**src/rtl/cpu_tb_pkg.sv**
```systemverilog
// Shared types and default constants for the CPU run controller.
// State encoding plus timer width used by run_timer.
package cpu_tb_pkg;

  typedef enum logic [2:0] {
    S_IDLE  = 3'd0,
    S_RESET = 3'd1,
    S_RUN   = 3'd2,
    S_HALT  = 3'd3,
    S_DONE  = 3'd4
  } state_e;

  localparam int RST_CYCLES_D  = 3;
  localparam int MAX_CYCLES_D  = 2000;
  localparam int HALT_CYCLES_D = 3;
  localparam int CNT_W_D       = 32;
  localparam int TMR_W         = 16;

endpackage

```
**src/rtl/run_timer.sv**
```systemverilog
// Loadable down-counter with terminal-count flag.
// Times the fixed-length RESET and HALT phases.
module run_timer
  import cpu_tb_pkg::*;
#(
  parameter int W = TMR_W
) (
  input  logic         clk,
  input  logic         rst,
  input  logic         load_i,
  input  logic [W-1:0] load_val_i,
  input  logic         en_i,
  output logic         tc_o
);

  logic [W-1:0] cnt_q, cnt_d;

  // load wins over decrement; counting stops at zero
  always_comb begin
    cnt_d = cnt_q;
    if (load_i) begin
      cnt_d = load_val_i;
    end else if (en_i && (cnt_q != '0)) begin
      cnt_d = cnt_q - 1'b1;
    end
  end

  // counter register
  always_ff @(posedge clk or posedge rst) begin
    if (rst) cnt_q <= '0;
    else     cnt_q <= cnt_d;
  end

  assign tc_o = (cnt_q == '0);

endmodule

```
**src/rtl/cpu_run_ctrl.sv**
```systemverilog
// Run controller: resets, runs, halts and times a CPU under test.
// Phase lengths come from run_timer; run budget from the cycle counter.
module cpu_run_ctrl
  import cpu_tb_pkg::*;
#(
  parameter int RST_CYCLES  = RST_CYCLES_D,
  parameter int MAX_CYCLES  = MAX_CYCLES_D,
  parameter int HALT_CYCLES = HALT_CYCLES_D,
  parameter int CNT_W       = CNT_W_D
) (
  input  logic             clk,
  input  logic             rst,
  input  logic             start,
  input  logic             pause,
  input  logic             cpu_done,
  output logic             cpu_rst,
  output logic             cpu_halt,
  output logic [CNT_W-1:0] cycle_count,
  output logic             busy,
  output logic             done,
  output logic             timeout
);

  localparam logic [CNT_W-1:0] MAX_C = CNT_W'(MAX_CYCLES);
  localparam logic [TMR_W-1:0] RST_LD = TMR_W'(RST_CYCLES - 1);
  localparam logic [TMR_W-1:0] HLT_LD = TMR_W'(HALT_CYCLES - 1);

  state_e           state_q, state_d;
  logic [CNT_W-1:0] cnt_q, cnt_d;
  logic             to_q, to_d;
  logic             tmr_ld;
  logic [TMR_W-1:0] tmr_val;
  logic             tmr_en;
  logic             tmr_tc;

  run_timer #(
    .W (TMR_W)
  ) u_timer (
    .clk        (clk),
    .rst        (rst),
    .load_i     (tmr_ld),
    .load_val_i (tmr_val),
    .en_i       (tmr_en),
    .tc_o       (tmr_tc)
  );

  // next state, run counter and timer control
  always_comb begin
    state_d = state_q;
    cnt_d   = cnt_q;
    to_d    = to_q;
    tmr_ld  = 1'b0;
    tmr_val = '0;
    tmr_en  = 1'b0;
    unique case (state_q)
      S_IDLE, S_DONE: begin
        if (start) begin
          state_d = S_RESET;
          cnt_d   = '0;
          to_d    = 1'b0;
          tmr_ld  = 1'b1;
          tmr_val = RST_LD;
        end
      end
      S_RESET: begin
        if (tmr_tc) state_d = S_RUN;
        else        tmr_en  = 1'b1;
      end
      S_RUN: begin
        if (!pause && (cnt_q != MAX_C)) begin
          cnt_d = cnt_q + 1'b1;
          if (cpu_done) begin
            state_d = S_HALT;
            to_d    = 1'b0;
            tmr_ld  = 1'b1;
            tmr_val = HLT_LD;
          end else if (cnt_d == MAX_C) begin
            state_d = S_HALT;
            to_d    = 1'b1;
            tmr_ld  = 1'b1;
            tmr_val = HLT_LD;
          end
        end
      end
      S_HALT: begin
        if (tmr_tc) state_d = S_DONE;
        else        tmr_en  = 1'b1;
      end
      default: state_d = S_IDLE;
    endcase
  end

  // state, counter and timeout registers
  always_ff @(posedge clk or posedge rst) begin
    if (rst) begin
      state_q <= S_IDLE;
      cnt_q   <= '0;
      to_q    <= 1'b0;
    end else begin
      state_q <= state_d;
      cnt_q   <= cnt_d;
      to_q    <= to_d;
    end
  end

  // outputs decoded from state; halt follows pause while running
  always_comb begin
    cpu_rst  = 1'b0;
    cpu_halt = 1'b0;
    busy     = 1'b0;
    done     = 1'b0;
    unique case (1'b1)
      (state_q == S_IDLE):  cpu_rst = 1'b1;
      (state_q == S_RESET): begin
        cpu_rst = 1'b1;
        busy    = 1'b1;
      end
      (state_q == S_RUN): begin
        cpu_halt = pause;
        busy     = 1'b1;
      end
      (state_q == S_HALT): begin
        cpu_halt = 1'b1;
        busy     = 1'b1;
      end
      (state_q == S_DONE): begin
        cpu_halt = 1'b1;
        done     = 1'b1;
      end
      default: cpu_rst = 1'b1;
    endcase
  end

  assign cycle_count = cnt_q;
  assign timeout     = to_q;

endmodule

```
**config.mk**
```make
export PLATFORM = sky130hd
export DESIGN_NAME = cpu_run_ctrl
export DESIGN_NICKNAME = d
export VERILOG_FILES = /design/src/rtl/cpu_tb_pkg.sv /design/src/rtl/run_timer.sv /design/src/rtl/cpu_run_ctrl.sv
export SDC_FILE = /design/constraint.sdc
export NUM_CORES = 1
export LEC_CHECK = 0
export CORE_MARGIN = 10
export CORE_UTILIZATION = 48
export CTS_BUF_LIST = sky130_fd_sc_hd__clkbuf_2 sky130_fd_sc_hd__clkbuf_4 sky130_fd_sc_hd__clkbuf_8
export DETAILED_ROUTE_END_ITERATION = 12
export PLACE_DENSITY = 0.7
export REMOVE_ABC_BUFFERS = 1
export SLEW_MARGIN = 20
export SYNTH_ARGS = -nofsm -noshare
export SYNTH_HDL_FRONTEND = slang
export SYNTH_SLANG_ARGS = --single-unit
```
**constraint.sdc**
```tcl
create_clock -name clk -period 4.8 [get_ports clk]
set_clock_uncertainty 0.2 [all_clocks]
set_input_delay 0.48 -clock clk [delete_from_list [all_inputs] [get_ports clk]]
set_output_delay 0.48 -clock clk [all_outputs]
set_load 0.01 [all_outputs]
```
## Yosys cells after proc, flatten, opt, wreduce, memory -nomap -nowiden

Cells that the tools add are included.

- Output and inout port bits: 37
- Bits in latches: 0
- Memories kept: 0
- Input port bits: 5
- Bits in registers: 52
- Memory bits (read-only): 0
- Bits in writable memories: 0
- Logic and storage cells: 66

- Divide/modulo/power cells: 0
- Mux-type cells: 33
- Equality and inequality tests: 11
- Reductions and logical operators: 16
- Add/subtract/negate cells: 2
- Bitwise gates (word level): 0
- Order comparisons: 0
- Multipliers: 0
- Shift-type cells: 0

Operator list:

| kind | count |
|---|---|
| two-way mux 32 bit | 2 |
| case mux 32 bit (2 select lines) | 1 |
| adder 32 x 1 -> 32 bit, second input constant | 1 |
| equality test 32 x 11 -> 1 bit, second input constant | 1 |
| two-way mux 16 bit | 2 |
| inequality test 32 x 11 -> 1 bit, second input constant | 1 |
| two-way mux 3 bit | 6 |
| logical NOT 16 bit | 1 |
| nonzero test 16 bit | 1 |
| subtractor 16 x 1 -> 16 bit, second input constant | 1 |
| two-way mux 1 bit | 13 |
| case mux 3 bit (4 select lines) | 1 |
| two-way mux 2 bit | 4 |
| inequality test 2 bit, second input constant | 4 |
| equality test 3 x 2 -> 1 bit, second input constant | 2 |
| case mux 1 bit (2 select lines) | 3 |
| OR reduction 2 bit | 3 |
| OR reduction 3 bit | 2 |
| AND reduction 5 bit | 1 |
| case mux 2 bit (2 select lines) | 1 |
| AND reduction 4 bit | 1 |
| nonzero test 2 bit | 2 |
| equality test 3 x 1 -> 1 bit, second input constant | 1 |
| equality test 3 bit, second input constant | 1 |
| other kinds (5) | 6 |

## Depth between registers and ports, before layout

- Word-level depth: 7
- Gate-level depth with buffers: 11
- Depth with buffers taken out: 9

## Hierarchy

From an unflattened synthesis, not the netlist that was laid out.

- Cells, all modules: 441
- Area total of the unflattened synthesis: 3622.2 µm²

By module, submodules not included:

| module | times used | area each (µm²) | cells an instance |
|---|---|---|---|
| cpu_run_ctrl | 1 | 2587.5 | 319 |
| run_timer | 1 | 1034.7 | 122 |

## Least setup slack after synthesis

No wires, ideal clock.

- Kind: register to register
- Start: reg cnt_q[0] (netlist: cycle_count[0])
- End: reg u_timer.cnt_q[0]
- Buffers on the path: 2
- Path slack: 1.609 ns
- Stages on the path, launching flop included: 11
- Arrival time: 2.874 ns
- Library setup time: 0.116 ns
- Data required time: 4.484 ns
- Path through: dfrtp_1 ha_1 buf_2 nand3_1 or4_4 or4_4 xor2_1 o21ai_2 nor4_4 buf_6 nor2_1

- Cells in the longest elaborated chain, start to end: 7
- Elaborated cells between the ends (all ways): 12
- Classes of those cells: add/sub: 1; eq/ne: 2; mux: 7; reduce/logical: 2

RTL lines:

| what | RTL line | source |
|---|---|---|
| start, declared | cpu_run_ctrl.sv:29 | `logic [CNT_W-1:0] cnt_q, cnt_d;` |
| start signal, assigned | cpu_run_ctrl.sv:101 | `cnt_q <= cnt_d;` |
| adder 32 x 1 -> 32 bit | cpu_run_ctrl.sv:71 | `cnt_d = cnt_q + 1'b1;` |
| equality test 32 x 11 -> 1 bit | cpu_run_ctrl.sv:77 | `end else if (cnt_d == MAX_C) begin` |
| two-way mux 1 bit | cpu_run_ctrl.sv:77 |  |
| two-way mux 1 bit | cpu_run_ctrl.sv:72 | `if (cpu_done) begin` |
| two-way mux 1 bit | cpu_run_ctrl.sv:70 | `if (!pause && (cnt_q != MAX_C)) begin` |
| case mux 1 bit (2 select lines) | cpu_run_ctrl.sv:55 | `unique case (state_q)` |
| two-way mux 16 bit / nonzero test 2 bit (equally long branches) | -- |  |
| end signal, assigned | run_timer.sv:31 | `else cnt_q <= cnt_d;` |
| end, declared | run_timer.sv:16 | `logic [W-1:0] cnt_q, cnt_d;` |

Parallel ways exist; a longest one is shown, timed or not.
A chain may end at the register's enable or synchronous reset.

## Worst setup path after layout

- Start: reg cnt_q[0] (netlist: cycle_count[0])
- End: reg u_timer.cnt_q[4]

- Cells in the longest elaborated chain, start to end: 7
- Elaborated cells between the ends (all ways): 10
- Classes of those cells: add/sub: 1; eq/ne: 2; mux: 5; reduce/logical: 2

RTL lines:

| what | RTL line |
|---|---|
| adder 32 x 1 -> 32 bit | cpu_run_ctrl.sv:71 |
| equality test 32 x 11 -> 1 bit | cpu_run_ctrl.sv:77 |
| two-way mux 1 bit | cpu_run_ctrl.sv:77 |
| two-way mux 1 bit | cpu_run_ctrl.sv:72 |
| two-way mux 1 bit (*) | cpu_run_ctrl.sv:70 |
| case mux 1 bit (2 select lines) (*) | cpu_run_ctrl.sv:55 |
| two-way mux 16 bit / nonzero test 2 bit (equally long branches) | -- |

Every way passes the cells marked *; elsewhere a longest branch is shown, timed or not.

==> impl_metrics.py <==
metrics = {
    "timing": {
        "tightest_slew_ns": 0.935,
        "rsz0062_at_grt": "no",
        "fmax_ghz": 0.258,
        "whs_ns": 0.309,
        "fin_crit_ns": 3.87,
        "report.final.slew_viol_count": 0,
        "finalWorstSetupSlack_ns": 0.929,
        "hold_violations": 0,
        "slew_headroom_pct": 37.6,
        "tns_ns": 0,
        "fin_crit_sh_pct": 80.7,
        "setup_violations": 0,
    },
    "setup_path": {
        "reg2reg_depth": 8,
        "critPathRequiredTime_ns": 4.77,
        "critPathArrivalTime_ns": 3.84,
        "cp-end-kind": "flop",
        "crit_path_start_kind": "flop",
        "regToRegEndpoint": "u_timer.cnt_q[4]",
        "r2r-start": "cycle_count[0]",
        "rrSetupSlack_ns": 0.93,
        "critPathMaxFanout": 17,
        "worstSetupPathType": "reg2reg",
    },
    "finish": {
        "ff_latch_area_um2": 1300,
        "final_cells": 553,
        "drive_above_1_share_pct": 6.17,
        "area_growth_pct": 15.8,
        "utilization_pct": 56.7,
        "fillers": 675,
        "multi_input_area_um2": 2050,
        "final_nets": 461,
        "design_area_um2": 4070,
        "antenna_cells": 0,
    },
    "clock_tree": {
        "cts_buffers": 5,
        "cts_buffer_depth": 2,
        "root_buffer": "clkbuf_8",
        "cts_tree": "yes",
        "clock-sinks": 52,
        "hold_buffers": 0,
        "clkLatencyLatePin_ns": 0.31,
        "cts_setup_buffers": 0,
        "ctsResizeCount": 0,
        "htree_levels": 2,
        "clkTransAtPathRegs_ns": 0.10,
    },
    "placement": {
        "gp_congestion": 0.932,
        "port_buffers": 41,
        "dp_cells": 545,
        "placedInstanceArea_um2": 3950,
        "dp_slack_ns": 0.941,
        "post-dp-hpwl_um": 6640,
    },
    "floorplanning": {
        "die_h_um": 106,
        "pin_count": 42,
        "initial_utilization_pct": 48.9,
        "core_area_um2": 7180,
        "placementRows": 31,
        "die-area_um2": 11100,
        "die_x_um": 106,
    },
    "yosys": {
        "async_reset_ff_share_pct": 100,
        "synth.top_cell.area_share_pct": 37.1,
        "syn_inst": 429,
        "netlist_top_cells_count": "nand2_1, dfrtp_1, nor2_1",
        "synth_ff_type": "dfrtp_1",
        "syn_avg_cell_area_um2": 8.19,
        "synth_area_um2": 3510,
        "yosysWarnings": 0,
        "synth.most_common_cell": "nand2_1",
        "synth_area_leaders": "dfrtp_1, nand2_1, o21ai_0",
        "yosysTopAreaCell": "dfrtp_1",
        "ys_ff_latch": 52,
        "seq_area_frac_synth_pct": 37.1,
        "synth.distinct_cells": 57,
        "synth_edf_count": 0,
    },
    "grt": {
        "grt_pass1_wl_um": 15800,
        "antenna_found_initial": 0,
        "grt_pass1_vias": 3090,
        "grt_max_degree": 53,
        "grt.overflow.total": 0,
        "grt_use_total_pct": 16.7,
    },
    "drt": {
        "drtAntennaViolNets": 0,
        "wl_per_cell_um": 17.0,
        "first_pass_iters": 6,
        "wl_um": 9400,
        "drtIter0Drc": 238,
        "viasPerCell": 5.99,
        "drc": 0,
        "via_count": 3315,
    },
    "run_status": {
        "status": "complete, no violations",
    },
    "min_path": {
        "holdPathEnd": "state_q[1]",
        "hp-class": "reg2reg",
        "min_from": "state_q[2]",
        "min_delay_path_depth": 1,
    },
    "pwr": {
        "p_per_area_nw_per_um2": 366,
        "p_total_mw": 1.49,
        "p_leak_nw": 1.63,
        "peakVddDrop_mv": 0.160,
    },
    "job": {
        "cap_violations": 0,
    },
}
[cell families (layout without fill, tap and decap cells)]
| group | Yosys count | in the layout | share of synthesized area (%) |
|---|---|---|---|
| AOI/OAI and AO/OA | 92 | 92 | 16.7 |
| xor gates and xnor gates | 24 | 24 | 5.99 |
| adders and majority gates | 3 | 3 | 1.07 |
| buffers and inverters | 38 | 63 | 4.63 |
| DFF | 52 | 52 | 37.1 |
| muxes | 3 | 3 | 0.891 |
| and+or+nand+nor | 217 | 217 | 33.7 |
[power by group]
group	switching [mW]	internal, mW	total [mW]
registers	0.111	0.523	0.633
logic	0.292	0.251	0.543
clock network	0.157	0.155	0.312
total	0.560	0.928	1.49
[worst max-delay path by stage]
stage	startpoint	endpoint	slack, ns	cells past startpoint
finish	cycle_count[0]	u_timer.cnt_q[4]	0.93	8
global route	cycle_count[0]	u_timer.cnt_q[10]	0.57	8
CTS	cycle_count[0]	u_timer.cnt_q[4]	0.94	8
detailed placement	cycle_count[0]	u_timer.cnt_q[4]	0.94	8
global placement	cycle_count[0]	u_timer.cnt_q[11]	1.20	8
floorplan	cycle_count[0]	u_timer.cnt_q[11]	1.51	8
[worst max-delay path: stages (launching register included)]
cell and delay [ns]:
dfrtp_1 0.45, ha_1 0.33, nand3_1 0.24, nor4_1 0.52, nand3_1 0.15, a2111oi_0 0.63, o2111ai_1 0.33, nor4_4 0.75
nor2_1 0.13
[routing by layer]
metal	share of wire (%)	GRT usage [%]
met4	1.1	3.87
met2	47	25.7
met1	45	22.9
met5	0	0
met3	6.7	4.69
[placed cells by master, fill, tap and decap left out, types with 10 or more instances in the layout]
| cell | netlist | routed |
|---|---|---|
| dfrtp_1 | 52 | 52 |
| nand3_1 | 15 | 15 |
| o21ai_0 | 36 | 36 |
| nor3_1 | 12 | 12 |
| nor2_1 | 45 | 45 |
| o31ai_1 | 14 | 14 |
| xnor2_1 | 15 | 15 |
| clkdlybuf4s50_1 | 0 | 41 |
| nand2_1 | 55 | 55 |
| nor4_1 | 10 | 10 |
| nand4_1 | 13 | 13 |
| a21oi_1 | 11 | 10 |
[flip-flops by register name, indices dropped and copies added, names as in the netlist]
signal / cells
timeout: 1
u_timer.cnt_q: 16
cycle_count: 32
state_q: 3
[final cells by class]
| cell class | instances | area share, % |
|---|---|---|
| clock buffer | 5 | 1.69 |
| clock inverter | 3 | 1.05 |
| timing repair buffer | 45 | 10.8 |
| multi-input combinational | 339 | 50.5 |
| sequential | 52 | 32.0 |
| inverter | 10 | 0.923 |
| tap | 99 | 3.05 |
(Power assumes the default switching activity.)
